$ cat src/rtl/register_file.sv
// Architectural register file with per-register rename tags: combinational source
// lookup with commit bypass, rename at issue, retire on commit, tag flush on clear.
module register_file #(
  parameter int ROB_WIDTH = 3
) (
  input  logic                 clk_in,
  input  logic                 rst_in,
  input  logic                 rdy_in,
  input  logic                 clr_in,
  input  logic [4:0]           iu_rs1_id,
  output logic [31:0]          rf_rs1_val,
  output logic [ROB_WIDTH-1:0] rf_rs1_depend,
  input  logic [4:0]           iu_rs2_id,
  output logic [31:0]          rf_rs2_val,
  output logic [ROB_WIDTH-1:0] rf_rs2_depend,
  input  logic                 issue_ready,
  input  logic [4:0]           issue_rd_id,
  input  logic [ROB_WIDTH-1:0] issue_rob_idx,
  input  logic                 rob_to_rf_ready,
  input  logic [4:0]           rob_to_rf_reg_id,
  input  logic [31:0]          rob_to_rf_reg_val,
  input  logic [ROB_WIDTH-1:0] rob_to_rf_rob_idx
);

  logic [31:0]          val_arr    [32];
  logic [ROB_WIDTH-1:0] depend_arr [32];

  genvar gi;
  generate
    for (gi = 0; gi < 32; gi++) begin : g_reg
      if (gi == 0) begin : g_zero
        assign val_arr[gi]    = '0;
        assign depend_arr[gi] = '0;
      end else begin : g_live
        logic [31:0]          val_reg;
        logic [ROB_WIDTH-1:0] depend_reg;
        logic                 commit_hit;
        logic                 rename_hit;

        assign commit_hit = rob_to_rf_ready && (rob_to_rf_reg_id == 5'(gi));
        assign rename_hit = issue_ready && (issue_rd_id == 5'(gi));

        always_ff @(posedge clk_in or negedge rst_in) begin
          if (!rst_in) begin
            val_reg    <= '0;
            depend_reg <= '0;
          end else if (rdy_in) begin
            if (commit_hit)
              val_reg <= rob_to_rf_reg_val;
            // Flush beats rename; a younger rename beats the commit's tag clear.
            if (clr_in)
              depend_reg <= '0;
            else if (rename_hit)
              depend_reg <= issue_rob_idx;
            else if (commit_hit && depend_reg == rob_to_rf_rob_idx)
              depend_reg <= '0;
          end
        end

        assign val_arr[gi]    = val_reg;
        assign depend_arr[gi] = depend_reg;
      end
    end
  endgenerate

  // Commit bypass applies only when the committing entry is the one the register waits on.
  function automatic logic bypass_hit(input logic [4:0] src);
    return rob_to_rf_ready && (rob_to_rf_reg_id == src) && (src != 5'd0) &&
           (depend_arr[src] != '0) && (depend_arr[src] == rob_to_rf_rob_idx);
  endfunction

  always_comb begin
    rf_rs1_val    = val_arr[iu_rs1_id];
    rf_rs1_depend = depend_arr[iu_rs1_id];
    if (bypass_hit(iu_rs1_id)) begin
      rf_rs1_val    = rob_to_rf_reg_val;
      rf_rs1_depend = '0;
    end
  end

  always_comb begin
    rf_rs2_val    = val_arr[iu_rs2_id];
    rf_rs2_depend = depend_arr[iu_rs2_id];
    if (bypass_hit(iu_rs2_id)) begin
      rf_rs2_val    = rob_to_rf_reg_val;
      rf_rs2_depend = '0;
    end
  end

endmodule

$ cat config.mk
export PLATFORM = sky130hd
export DESIGN_NAME = register_file
export DESIGN_NICKNAME = d
export VERILOG_FILES = /design/src/rtl/register_file.sv
export SDC_FILE = /design/constraint.sdc
export NUM_CORES = 2
export LEC_CHECK = 0
export BUFFER_PORTS_ARGS = -buffer_cell sky130_fd_sc_hd__buf_2
export CAP_MARGIN = 20
export CORE_UTILIZATION = 64
export CTS_CLUSTER_DIAMETER = 30
export DETAILED_ROUTE_END_ITERATION = 10
export GPL_ROUTABILITY_DRIVEN = 0
export GPL_TIMING_DRIVEN = 0
export PLACE_DENSITY = 0.91
export SKIP_LAST_GASP = 1
export SYNTH_ARGS = -nofsm -noshare
export SYNTH_HDL_FRONTEND = slang
export SYNTH_SLANG_ARGS = --single-unit
$ cat constraint.sdc
create_clock -name clk_in -period 4 [get_ports clk_in]
set_clock_uncertainty 0.2 [all_clocks]
set_input_delay 0.4 -clock clk_in [delete_from_list [all_inputs] [get_ports clk_in]]
set_output_delay 0.4 -clock clk_in [all_outputs]
set_load 0.005 [all_outputs]
==> impl_metrics.env, run 1 <==
export IMPL_synth_edf_count=0
export IMPL_gr_total_overflow=117
export IMPL_clock_sinks=1085
export IMPL_synth_avg_cell_area_um2=14.7
export IMPL_grt_antenna_before_repair=84
export IMPL_netlist_instances=4155
export IMPL_seq_area_frac_synth=0.446
export IMPL_start_util=0.650
export IMPL_syn_cell_area_mm2=0.0609
export IMPL_netlist_top_cells_area="dfrtp_1, mux4_2, mux2_2, clkbuf_1, nor2_1"
export IMPL_rows=112
export IMPL_async_reset_ff_frac=1.00
export IMPL_synth_top_cell_area_share=0.446
export IMPL_tool_error="[ERROR GRT-0232] Routing congestion too high. Check the congestion heatmap in the GUI."
export IMPL_boundaryPins=134
export IMPL_grt_max_degree=174
export IMPL_cts_buffers_inserted=211
export IMPL_portBuffers=125
export IMPL_worstEpCategory="primary output"
export IMPL_ys_warn_count=0
export IMPL_synth_ff_type="dfrtp_1"
export IMPL_ys_seq_elements=1085
export IMPL_die_h_um=311
export IMPL_die_x_um=311
export IMPL_detailed_place_hpwl_um=145000
export IMPL_worst_endpoint="rf_rs1_val[0]"
export IMPL_stop_stage="global routing (5_1_grt)"
export IMPL_synth_cell_types=53
export IMPL_synth_net_count=4219
export IMPL_status="did not finish"
export IMPL_placed_cells=5567
export IMPL_htreeDepth=4
export IMPL_yosysTopAreaCell="dfrtp_1"
export IMPL_track_usage=0.790
export IMPL_clock_root_buffer="clkbuf_16"
export IMPL_cts_path_max_buffers=3
==> cells by family after synthesis <==
logic type	after synthesis	synth area share
xor+xnor	103	0.0148
flops	1085	0.446
mux	1827	0.451
buf+inv	441	0.0298
simple gates	550	0.0386
compound gates	149	0.0197
==> cell usage after synthesis (all sizes together), types with 3 or more instances <==
library cell / n
or3: 7
nor3: 18
nor2b: 19
o22ai: 3
mux2: 1190
o41ai: 14
and3: 4
a21oi: 4
o21ai: 20
a311oi: 4
nand3: 59
nand2b: 10
a22oi: 4
clkbuf: 309
a41o: 4
dfrtp: 1085
buf: 113
nor2: 289
a211o: 3
xnor2: 47
nand4: 13
clkinv: 3
mux2i: 24
o211ai: 3
a22o: 63
a21boi: 4
nand2: 114
mux4: 613
o31ai: 11
a211oi: 3
inv: 16
xor2: 56
nor4: 9
==> routing by layer <==
layer	GRT usage	overflow
met2	0.903	47
met4	0.742	46
met3	0.749	10
met5	0.567	0
met1	0.757	14
==> through the flow <==
stage	setup TNS (ps)	cell area (um^2)	setup slack, ps	hold WS [ps]
after CTS	-21050	73700	-394	4.98
after detailed placement	-112250	63700	-1570	141
after global placement	-	63100	-20920	299
after floorplan	0	60900	228	-95.6
==> timing repair <==
| action | in CTS |
|---|---|
| resized for setup | 361 |
| pin swaps | 15 |
| buffers inserted | 41 |
| cloned | 5 |
| hold endpoints to repair | 490 |
| hold buffers | 50 |
| setup endpoints to repair | 70 |
==> inputs of run 2 (changes only) <==
--- a/config.mk
+++ b/config.mk
@@ -7,12 +7,11 @@
 export LEC_CHECK = 0
 export BUFFER_PORTS_ARGS = -buffer_cell sky130_fd_sc_hd__buf_2
 export CAP_MARGIN = 20
-export CORE_UTILIZATION = 64
-export CTS_CLUSTER_DIAMETER = 30
+export CORE_UTILIZATION = 40
 export DETAILED_ROUTE_END_ITERATION = 10
 export GPL_ROUTABILITY_DRIVEN = 0
 export GPL_TIMING_DRIVEN = 0
-export PLACE_DENSITY = 0.91
+export PLACE_DENSITY_LB_ADDON = 0.15
 export SKIP_LAST_GASP = 1
 export SYNTH_ARGS = -nofsm -noshare
 export SYNTH_HDL_FRONTEND = slang
==> impl_metrics.env, run 2 <==
export IMPL_status="complete, but fails checks"
export IMPL_violations="negative setup slack"
export IMPL_rsz0062_at_grt="yes"
export IMPL_setup_slack_ps=-484
export IMPL_syn_to_final_growth_pct=17.9
export IMPL_cts_tree="yes"
export IMPL_clock_root_buffer="clkbuf_16"
export IMPL_reg2reg_depth=4
export IMPL_cts_path_max_buffers=3
export IMPL_grt_antenna_before_repair=17
export IMPL_required_ps=3400
export IMPL_nFillCells=13400
export IMPL_vias=42200
export IMPL_clk_pin_slew_ps=60
export IMPL_synth_ff_type="dfrtp_1"
export IMPL_crit_chain="mux4_2, o22ai_4, a2111oi_4, nor4_1, buf_4, o211ai_1, a211o_1, buf_12, buf_16, mux2_4, buf_6"
export IMPL_crit_path_end_kind="output pin"
export IMPL_final_common_cell="mux2_2"
export IMPL_cts_buffers_inserted=130
export IMPL_synth_top_cell_area_share=0.446
export IMPL_cap_violations=0
export IMPL_clock_sinks=1085
export IMPL_maxSlewHeadroom=0.152
export IMPL_grt_pass1_wl_um=335000
export IMPL_fmax_mhz=223
export IMPL_portBuffers=125
export IMPL_total_power_mw=31.2
export IMPL_die_h_um=392
export IMPL_synth_avg_cell_area_um2=14.7
export IMPL_boundaryPins=134
export IMPL_setup_viol_count_final=70
export IMPL_critPathMaxFanout=7
export IMPL_gr_total_overflow=0
export IMPL_nNetsFinal=4646
export IMPL_maxSlewViolCount=0
export IMPL_grt_max_degree=162
export IMPL_track_usage=0.313
export IMPL_clk_latency_ps=790
export IMPL_grt_pass1_vias=42900
export IMPL_dpl_cell_area_mm2=0.0653
export IMPL_die_x_um=392
export IMPL_leakagePower_nw=31.8
export IMPL_period_needed_ps=4480
export IMPL_antenna_left=0
export IMPL_path_class="flop to output pin"
export IMPL_fin_crit_sh=1.12
export IMPL_ys_warn_count=0
export IMPL_wl_um=238000
export IMPL_dr_pass1_iters=7
export IMPL_ys_seq_elements=1085
export IMPL_drc=0
export IMPL_synth_edf_count=0
export IMPL_power_density_mw_per_mm2=435
export IMPL_crit_arrival_ps=3880
export IMPL_yosysTopAreaCell="dfrtp_1"
export IMPL_seq_area_frac_synth=0.446
export IMPL_netlist_top_cells_area="dfrtp_1, mux4_2, mux2_2, clkbuf_1, nor2_1"
export IMPL_fin_area_mm2=0.0718
export IMPL_async_reset_ff_frac=1.00
export IMPL_drive_gt1_frac=0.522
export IMPL_core_region_area_mm2=0.150
export IMPL_crit_slowest_cell="mux4_2"
export IMPL_hold_viol_final=0
export IMPL_fp_dieArea_mm2=0.154
export IMPL_htreeDepth=4
export IMPL_peakVddDrop_mv=0.356
export IMPL_holdCritPathClass="input pin to flop"
export IMPL_drtIter0Drc=4206
export IMPL_vias_per_cell=6.30
export IMPL_syn_cell_area_mm2=0.0609
export IMPL_layout_common_cells="mux2_2, dfrtp_1, mux4_2"
export IMPL_synth_commonest_cells="mux2_2, dfrtp_1, mux4_2"
export IMPL_start_kind="flop"
export IMPL_synth_cell_types=53
export IMPL_largest_reg_flops=992
export IMPL_holdPathStages=5
export IMPL_tightest_slew_ps=1270
export IMPL_rows=142
export IMPL_synth_net_count=4219
export IMPL_critPathMaxStageDelay_ps=510
export IMPL_netlist_instances=4155
export IMPL_detailed_place_hpwl_um=167000
export IMPL_wl_per_cell_um=35.5
export IMPL_hold_ws_ps=53.9
export IMPL_yosysMostFrequentCell="mux2_2"
export IMPL_start_util=0.405
==> run 2: metrics by stage <==
stage | TNS [ps] | util | worst slack [ps] | cells
6_report | -27180 | 0.477 | -484 | 6692
5_1_grt | -27520 | 0.477 | -508 | 6689
3_3_place_gp | - | 0.426 | -22860 | 6296
4_1_cts | -27300 | 0.473 | -530 | 6663
2_1_floorplan | 0 | - | 228 | 4155
3_5_place_dp | -145830 | 0.434 | -1820 | 6361
==> run 2: final cells by class <==
class                      instances  area (um^2)  share of cell area
antenna                            7         17.5            0.000244
sequential                      1085        27200               0.379
buffer                           422         2280              0.0318
clock buffer                     193         3790              0.0528
clock inverter                    26          417             0.00580
tap                             2016         2520              0.0351
timing repair buffer             295         3240              0.0451
multi-input combinational       2629        32300               0.449
inverter                          19         72.6             0.00101
==> run 2: worst max-delay path, delay by kind of cell, from the launching register on <==
kind                   cells  cell delay (ps)
multiplexers               2              870
AND/OR/NAND/NOR            1              350
AO/OA/AOI/OAI              4              700
flip-flops                 1              450
buffers and inverters      4              710
==> run 2: report_power, final <==
part	internal [mW]	switching (mW)	total, mW	leakage, nW
clock	7.01	5.05	12.1	2.05
combinational	3.26	2.60	5.87	15.3
sequential	12.3	0.970	13.3	14.4
total	22.6	8.63	31.2	31.8
==> run 2: kinds of logic (layout without fill, tap and decap cells) <==
kind of cell	after synthesis	count (layout)	share of synthesized area
xor+xnor	103	103	0.0148
flops	1085	1085	0.446
buf+inv	441	955	0.0298
other cells	0	7	0
compound gates	149	149	0.0197
mux	1827	1827	0.451
simple gates	550	550	0.0386
==> run 2: worst paths after layout <==
kind                            slack [ps]                                  startpoint                                         end
min in group asynchronous              120                                      rst_in    g_reg[20].g_live.val_reg[24]$_DFFE_PN0P_
worst max-delay path                  -480  g_reg[19].g_live.depend_reg[0]$_DFFE_PN0P_                               rf_rs2_val[0]
worst min register to register         320     g_reg[18].g_live.val_reg[8]$_DFFE_PN0P_     g_reg[18].g_live.val_reg[8]$_DFFE_PN0P_
max in group asynchronous              660                                      rst_in     g_reg[19].g_live.val_reg[7]$_DFFE_PN0P_
worst min-delay path                    50                              issue_rd_id[2]  g_reg[23].g_live.depend_reg[2]$_DFFE_PN0P_
worst max register to register        1770  g_reg[12].g_live.depend_reg[0]$_DFFE_PN0P_  g_reg[12].g_live.depend_reg[0]$_DFFE_PN0P_
==> run 2: repair_timing <==
action	4_1_cts	5_1_grt
endpoints found under the setup margin	70	153
gates resized for setup	281	118
endpoints found under the hold margin	257	0
pin swaps	9	11
buffers inserted	32	13
hold buffers	47	0
cloned	4	2
==> run 2: layer usage <==
layer | vias up | global-route usage | routed length [um]
met1 | 22800 | 0.420 | 95900
met5 | - | 0 | 167
li1 | 16700 | - | -
met3 | 577 | 0.0803 | 21100
met2 | 1998 | 0.479 | 109000
met4 | 20 | 0.141 | 11600
No activity file was read; power rests on OpenSTA's default activity.
